[config.mk]
export PLATFORM = sky130hd
export DESIGN_NAME = lsu_dmem
export DESIGN_NICKNAME = d
export VERILOG_FILES = /design/src/rtl/lsu_pkg.sv /design/src/rtl/lsu_lane_fmt.sv /design/src/rtl/lsu_dmem.sv
export SDC_FILE = /design/constraint.sdc
export NUM_CORES = 1
export LEC_CHECK = 0
export ABC_AREA = 1
export BUFFER_PORTS_ARGS = -buffer_cell sky130_fd_sc_hd__buf_2
export CAP_MARGIN = 20
export CELL_PAD_IN_SITES_DETAIL_PLACEMENT = 1
export CELL_PAD_IN_SITES_GLOBAL_PLACEMENT = 1
export CORE_ASPECT_RATIO = 1.4
export CORE_MARGIN = 2
export CORE_UTILIZATION = 32
export CTS_BUF_LIST = sky130_fd_sc_hd__clkbuf_8
export DETAILED_ROUTE_END_ITERATION = 16
export MAX_ROUTING_LAYER = met4
export PLACE_DENSITY = 0.76
export SLEW_MARGIN = 20
export SYNTH_ARGS = -nofsm -noshare
export SYNTH_HDL_FRONTEND = slang
export SYNTH_SLANG_ARGS = --single-unit
export TNS_END_PERCENT = 30
[constraint.sdc]
create_clock -name clk -period 3.8 [get_ports clk]
set_clock_uncertainty 0.1 [all_clocks]
set_input_delay 0.76 -clock clk [delete_from_list [all_inputs] [get_ports clk]]
set_output_delay 0.76 -clock clk [all_outputs]
set_load 0.05 [all_outputs]
[src/rtl/lsu_pkg.sv]
// Shared FSM state type, access-size encodings and request fault check
// for the load/store unit.
package lsu_pkg;

  typedef enum logic [1:0] {
    IDLE = 2'b00,
    BUSY = 2'b01,
    DONE = 2'b10
  } lsu_state_t;

  localparam logic [1:0] SZ_BYTE = 2'b00;
  localparam logic [1:0] SZ_HALF = 2'b01;
  localparam logic [1:0] SZ_WORD = 2'b10;

  // A request is unissuable if its size is illegal, its address is not naturally
  // aligned, or it asks to read and write at once.
  function automatic logic req_fault(input logic rd, input logic wr,
                                     input logic [1:0] sz, input logic [1:0] off);
    logic f;
    case (sz)
      SZ_BYTE: f = 1'b0;
      SZ_HALF: f = off[0];
      SZ_WORD: f = |off;
      default: f = 1'b1;
    endcase
    return f | (rd & wr);
  endfunction

endpackage

[src/rtl/lsu_lane_fmt.sv]
// Little-endian lane logic: byte enables and store replication for the request,
// lane extraction plus sign/zero extension for returning load data.
module lsu_lane_fmt
  import lsu_pkg::*;
(
  input  logic [1:0]  size,
  input  logic [1:0]  offset,
  input  logic        sign_ext,
  input  logic [31:0] wdata,
  input  logic [31:0] rdata,
  output logic [3:0]  be,
  output logic [31:0] wdata_rep,
  output logic [31:0] rdata_fmt
);

  logic [7:0]  byte_s;
  logic [15:0] half_s;

  // Lane selection and per-size formatting of both data directions.
  always_comb begin
    be        = 4'b0000;
    wdata_rep = 32'h0000_0000;
    rdata_fmt = 32'h0000_0000;
    byte_s    = rdata[{offset, 3'b000} +: 8];
    half_s    = offset[1] ? rdata[31:16] : rdata[15:0];
    case (size)
      SZ_BYTE: begin
        be        = 4'b0001 << offset;
        wdata_rep = {4{wdata[7:0]}};
        rdata_fmt = {{24{sign_ext & byte_s[7]}}, byte_s};
      end
      SZ_HALF: begin
        be        = offset[1] ? 4'b1100 : 4'b0011;
        wdata_rep = {2{wdata[15:0]}};
        rdata_fmt = {{16{sign_ext & half_s[15]}}, half_s};
      end
      SZ_WORD: begin
        be        = 4'b1111;
        wdata_rep = wdata;
        rdata_fmt = rdata;
      end
      default: begin
        be        = 4'b0000;
        wdata_rep = 32'h0000_0000;
        rdata_fmt = 32'h0000_0000;
      end
    endcase
  end

endmodule

[src/rtl/lsu_dmem.sv]
// Load/store unit: accepts one aligned access from the datapath, holds the core
// while the variable-latency memory answers, and reports misalignment or timeout.
module lsu_dmem
  import lsu_pkg::*;
#(
  parameter int TIMEOUT = 15
) (
  input  logic        clk,
  input  logic        reset,
  input  logic        memread,
  input  logic        memwrite,
  input  logic [1:0]  size,
  input  logic        sign_ext,
  input  logic [31:0] addr,
  input  logic [31:0] wdata,
  output logic [31:0] readdata,
  output logic        stall,
  output logic        misalign,
  output logic        bus_err,
  output logic        m_req,
  output logic        m_we,
  output logic [31:0] m_addr,
  output logic [3:0]  m_be,
  output logic [31:0] m_wdata,
  input  logic        m_ack,
  input  logic [31:0] m_rdata
);

  localparam logic [7:0] TMO_LAST = 8'(TIMEOUT - 1);

  lsu_state_t  state_r, state_next_s;
  logic [7:0]  cnt_r;
  logic [1:0]  size_r, off_r;
  logic        sext_r;
  logic        req_s, fault_s, accept_s, ack_s, tmo_s;
  logic        stall_s, misalign_s;
  logic [1:0]  fmt_size_s, fmt_off_s;
  logic [3:0]  be_s;
  logic [31:0] wrep_s, rfmt_s;

  assign req_s   = memread | memwrite;
  assign fault_s = req_fault(memread, memwrite, size, addr[1:0]);

  // The request path formats live inputs; once issued, the load path uses the latched ones.
  assign fmt_size_s = (state_r == IDLE) ? size : size_r;
  assign fmt_off_s  = (state_r == IDLE) ? addr[1:0] : off_r;

  lsu_lane_fmt u_lane_fmt (
    .size      (fmt_size_s),
    .offset    (fmt_off_s),
    .sign_ext  (sext_r),
    .wdata     (wdata),
    .rdata     (m_rdata),
    .be        (be_s),
    .wdata_rep (wrep_s),
    .rdata_fmt (rfmt_s)
  );

  // FSM state register.
  always_ff @(posedge clk or posedge reset) begin
    if (reset) begin
      state_r <= IDLE;
    end else begin
      state_r <= state_next_s;
    end
  end

  // Next-state logic plus the combinational stall/misalign handshake.
  always_comb begin
    state_next_s = state_r;
    stall_s      = 1'b0;
    misalign_s   = 1'b0;
    accept_s     = 1'b0;
    ack_s        = 1'b0;
    tmo_s        = 1'b0;
    case (state_r)
      IDLE: begin
        if (req_s && fault_s) begin
          misalign_s = 1'b1;
        end else if (req_s) begin
          stall_s      = 1'b1;
          accept_s     = 1'b1;
          state_next_s = BUSY;
        end else begin
          state_next_s = IDLE;
        end
      end
      BUSY: begin
        stall_s = 1'b1;
        if (m_ack) begin
          ack_s        = 1'b1;
          state_next_s = DONE;
        end else if (cnt_r == TMO_LAST) begin
          tmo_s        = 1'b1;
          state_next_s = DONE;
        end else begin
          state_next_s = BUSY;
        end
      end
      DONE:    state_next_s = IDLE;
      default: state_next_s = IDLE;
    endcase
  end

  assign stall    = stall_s & ~reset;
  assign misalign = misalign_s & ~reset;

  // Request latch, timeout counter, load result and bus error pulse.
  always_ff @(posedge clk or posedge reset) begin
    if (reset) begin
      m_req    <= 1'b0;
      m_we     <= 1'b0;
      m_addr   <= 32'h0000_0000;
      m_be     <= 4'b0000;
      m_wdata  <= 32'h0000_0000;
      size_r   <= 2'b00;
      off_r    <= 2'b00;
      sext_r   <= 1'b0;
      cnt_r    <= 8'd0;
      readdata <= 32'h0000_0000;
      bus_err  <= 1'b0;
    end else begin
      bus_err <= 1'b0;
      if (accept_s) begin
        m_req   <= 1'b1;
        m_we    <= memwrite;
        m_addr  <= {addr[31:2], 2'b00};
        m_be    <= be_s;
        m_wdata <= wrep_s;
        size_r  <= size;
        off_r   <= addr[1:0];
        sext_r  <= sign_ext;
        cnt_r   <= 8'd0;
      end else if (ack_s) begin
        // Ack takes priority over a timeout landing on the same cycle.
        m_req <= 1'b0;
        cnt_r <= 8'd0;
        if (!m_we) begin
          readdata <= rfmt_s;
        end
      end else if (tmo_s) begin
        m_req    <= 1'b0;
        cnt_r    <= 8'd0;
        bus_err  <= 1'b1;
        readdata <= 32'h0000_0000;
      end else if (state_r == BUSY) begin
        cnt_r <= cnt_r + 8'd1;
      end
    end
  end

endmodule

==> flow_summary_export.csv <==
group,metric,value,unit
status,status,"finished, final reports clean",
detailed_routing,ant_nets,0,
global_route,grt_antenna_before_repair,1,
placement,dp_hpwl,15.11,mm
critical_path,path_common_cell,"buf_2",
power,cellLeakagePower,4.541,nW
worst_hold_path,hold_class,"flip-flop to flip-flop",
power,pwr-share-seq,29.5,%
critical_path,critPathKind,"input pin to output port",
worst_hold_path,worstHoldPathCells,2,
worst_hold_path,hold_end,"readdata[29]",
critical_path,crit_path_end_kind,"output port",
floorplanning,initial_utilization,32.63,%
detailed_routing,route.detailed.drc,0,
layout,layout-drive-gt1-share,24.72,%
yosys,avgSynthCellArea,6.933,sq um
cts,cts.sinks,116,
critical_path,slowest_stage,"o31ai_1",
timing,finalCritPeriodShare,78.50,%
power,p_int,0.003118,W
critical_path,timing.rr.end,"readdata[23]",
critical_path,cp.buffers_inverters,3,
yosys,ys_types,29,
power,vdd_drop_max,0.3892,mV
cts,cts-resized-gates,0,
yosys,yosysSeqAreaShare,48.01,%
timing,rsz0062_at_grt,"no",
yosys,synth-main-ff-cell,"dfrtp_1",
timing,final_hold_viol_count,0,
placement,place_congestion,0.8545,
power,netSwitchingFraction,54.05,%
yosys,yosysTopAreaCellShare,48.01,%
yosys,ys_ff_latch,116,
yosys,synth_enable_flop_cells,0,
critical_path,cp-startpoint,"addr[0]",
detailed_routing,drt-vias-per-instance,4.669,
critical_path,crit_path_start_kind,"input pin",
yosys,synthTopCellsByArea,"dfrtp_1 (48%), nand2_1 (25%), nor2_1 (7.5%), o21ai_0 (5.0%), inv_1 (3.8%)",
cts,clock_path_buffers,2,
cts,ctsHtreeMaxLevel,4,
critical_path,ff2ff_setup_slack,1.25,ns
power,power_frac_comb,52.2,%
critical_path,cp_cell_sequence,"buf_2, o31ai_1, nand3_4, nand2_1, inv_1, nor2_1, buf_2",
floorplanning,die_x,120.2,microns
placement,place_area,0.007287,sq mm
timing,tightest_slew,0.6617,ns
layout,fin_nets,1173,
detailed_routing,drt_first_pass_iters,4,
critical_path,arrival,2.12,ns
yosys,syn_inst,872,
placement,port_buffers,206,
floorplanning,die_y,166.6,microns
power,p_sw,0.003668,W
placement,post-place-ws,0.8071,ns
cts,post_cts_buffers,0,
critical_path,required,2.94,ns
critical_path,crit_family,"buffers and inverters",
detailed_routing,vias,6187,
global_route,grt_max_degree,117,
cts,cts_hold_buf,0,
global_route,overflow,0,
critical_path,worstRegToRegCells,9,
yosys,yosysTopAreaCell,"dfrtp_1",
floorplanning,io_pins,209,
layout,fin_util,41.58,%
cts,clock-root-buffer,"clkbuf_8",
critical_path,cp.depth,7,
floorplanning,dieArea,0.02002,sq mm
yosys,synth-async-reset-ratio,100.0,%
yosys,syn_area,0.006046,sq mm
critical_path,critPathMaxFanout,6,
yosys,synth-warning-count,0,
job,maxCapViolations,0,
layout,area_growth,27.44,%
detailed_routing,drtIter0Drc,292,
floorplanning,core,0.01853,sq mm
critical_path,slowest_delay,0.44,ns
cts,cts_made_buffers,17,
timing,fin_crit,2.983,ns
cts,clk_pin_slew,0.08,ns
global_route,grt_pass1_vias,6570,
timing,max_freq,335.2,MHz
detailed_routing,routed_wl,20.75,mm
power,p_clk_share,18.3,%
detailed_routing,wl_per_cell,15.66,microns
timing,fin_hold_ws,0.3764,ns
timing,setup_tns,0,ns
timing,worst_slack,0.8169,ns
timing,setup_viol,0,
timing,maxSlewHeadroom,55.42,%
layout,final_area,0.007705,sq mm
global_route,grt_use_total,22.16,%
worst_hold_path,min_from,"readdata[29]",
cts,clkLatencyLatePin,0.44,ns
cts,cts_tree,"done",
floorplanning,num_rows,59,
critical_path,reg2reg_from,"state_r[1]",
power,p_per_area,880.7,mW/mm^2
timing,finalMaxSlewViolations,0,
global_route,grt_pass1_wl,33.86,mm
## cells in the final DEF, fill, tap and decap left out, drive strengths merged, types with 3 or more instances in the layout
cell,instances
nand2,404
xor2,3
clkbuf,18
clkinv,4
nand3,19
clkinvlp,3
dfrtp,116
nand4,4
nor2,125
a21oi,8
inv,70
buf,216
o21ai,76
## cell type report
class | instances | area, sq um
fill | 2489 | 10820
sequential | 116 | 2903
multi-input combinational | 651 | 2713
timing repair buffer | 216 | 1119
tap | 244 | 305.3
clock buffer | 18 | 247.7
inverter | 65 | 247.7
clock inverter | 14 | 167.7
antenna | 1 | 2.502
## state kept, by name, indices dropped and copies added, names as in the netlist
name,count
bus_err,1
cnt_r,8
m_addr,30
m_be,4
m_req,1
m_wdata,32
m_we,1
off_r,2
readdata,32
sext_r,1
size_r,2
state_r,2
## cell usage after synthesis (3+ instances only)
cell type  count
o21ai_2        4
inv_2          4
a21oi_1        8
nand3_1       19
nor2_1       121
nand4_1        4
nand2_1      401
nand2_2        3
buf_2         18
o21ai_0       61
buf_1          4
dfrtp_1      116
buf_4          6
inv_1         61
xor2_1         3
o21ai_1       11
clkbuf_1      11
## logic make-up after synthesis
family / after synthesis / synth area share [%]
and+or+nand+nor: 554 / 35.49
other: 1 / 0.06203
adders and majority gates: 2 / 0.4138
buffers and inverters: 106 / 7.574
AOI/OAI and AO/OA: 89 / 7.864
xor gates and xnor gates: 4 / 0.5796
DFF: 116 / 48.01
## per-stage QoR
step / std cells / total power (W)
finish: 1325 / 0.006786
global route: 1325 / 0.007238
CTS: 1324 / 0.006873
detailed placement: 1292 / 0.005602
global placement: 1292 / 0.005548
floorplan: 873 / 0.004662
## worst register-to-register path, cell delays in order (launching register included)
cell     delay [ns]
dfrtp_1        0.42
nor2_4         0.23
o21ai_2        0.24
nor2_2         0.45
inv_2          0.31
nor2_4         0.45
nor2_1         0.09
nand2_1        0.09
nand2_1        0.05
nand2_1        0.06
## how the worst max path moves through the flow
| stage | to | slack [ns] |
|---|---|---|
| final | stall | 0.82 |
| after global routing | stall | 0.67 |
| after CTS | stall | 0.77 |
| after detailed placement | stall | 0.81 |
| after global placement | stall | 0.83 |
| after floorplan | stall | 0.78 |
## routing by layer
layer  vias up  global-route usage, %  part of all wire, %
li1       3046                      -                    -
met1      2945                  24.77                   40
met2       172                  38.88                   52
met3        24                  4.897                  5.3
met4         0                  7.161                  2.3
met5         -                      -                    0
## power by group through the flow
| stage | logic, W | registers [W] | clock network [W] |
|---|---|---|---|
| 4_1_cts | 0.00359 | 0.00201 | 0.00127 |
| 5_1_grt | 0.00384 | 0.00208 | 0.00132 |
| 6_report | 0.00354 | 0.00200 | 0.00124 |
| 3_3_place_gp | 0.00353 | 0.00202 | 0 |
| 2_1_floorplan | 0.00109 | 0.00358 | 0 |
| 3_5_place_dp | 0.00358 | 0.00202 | 0 |
Power figures use the tool's default switching activity.
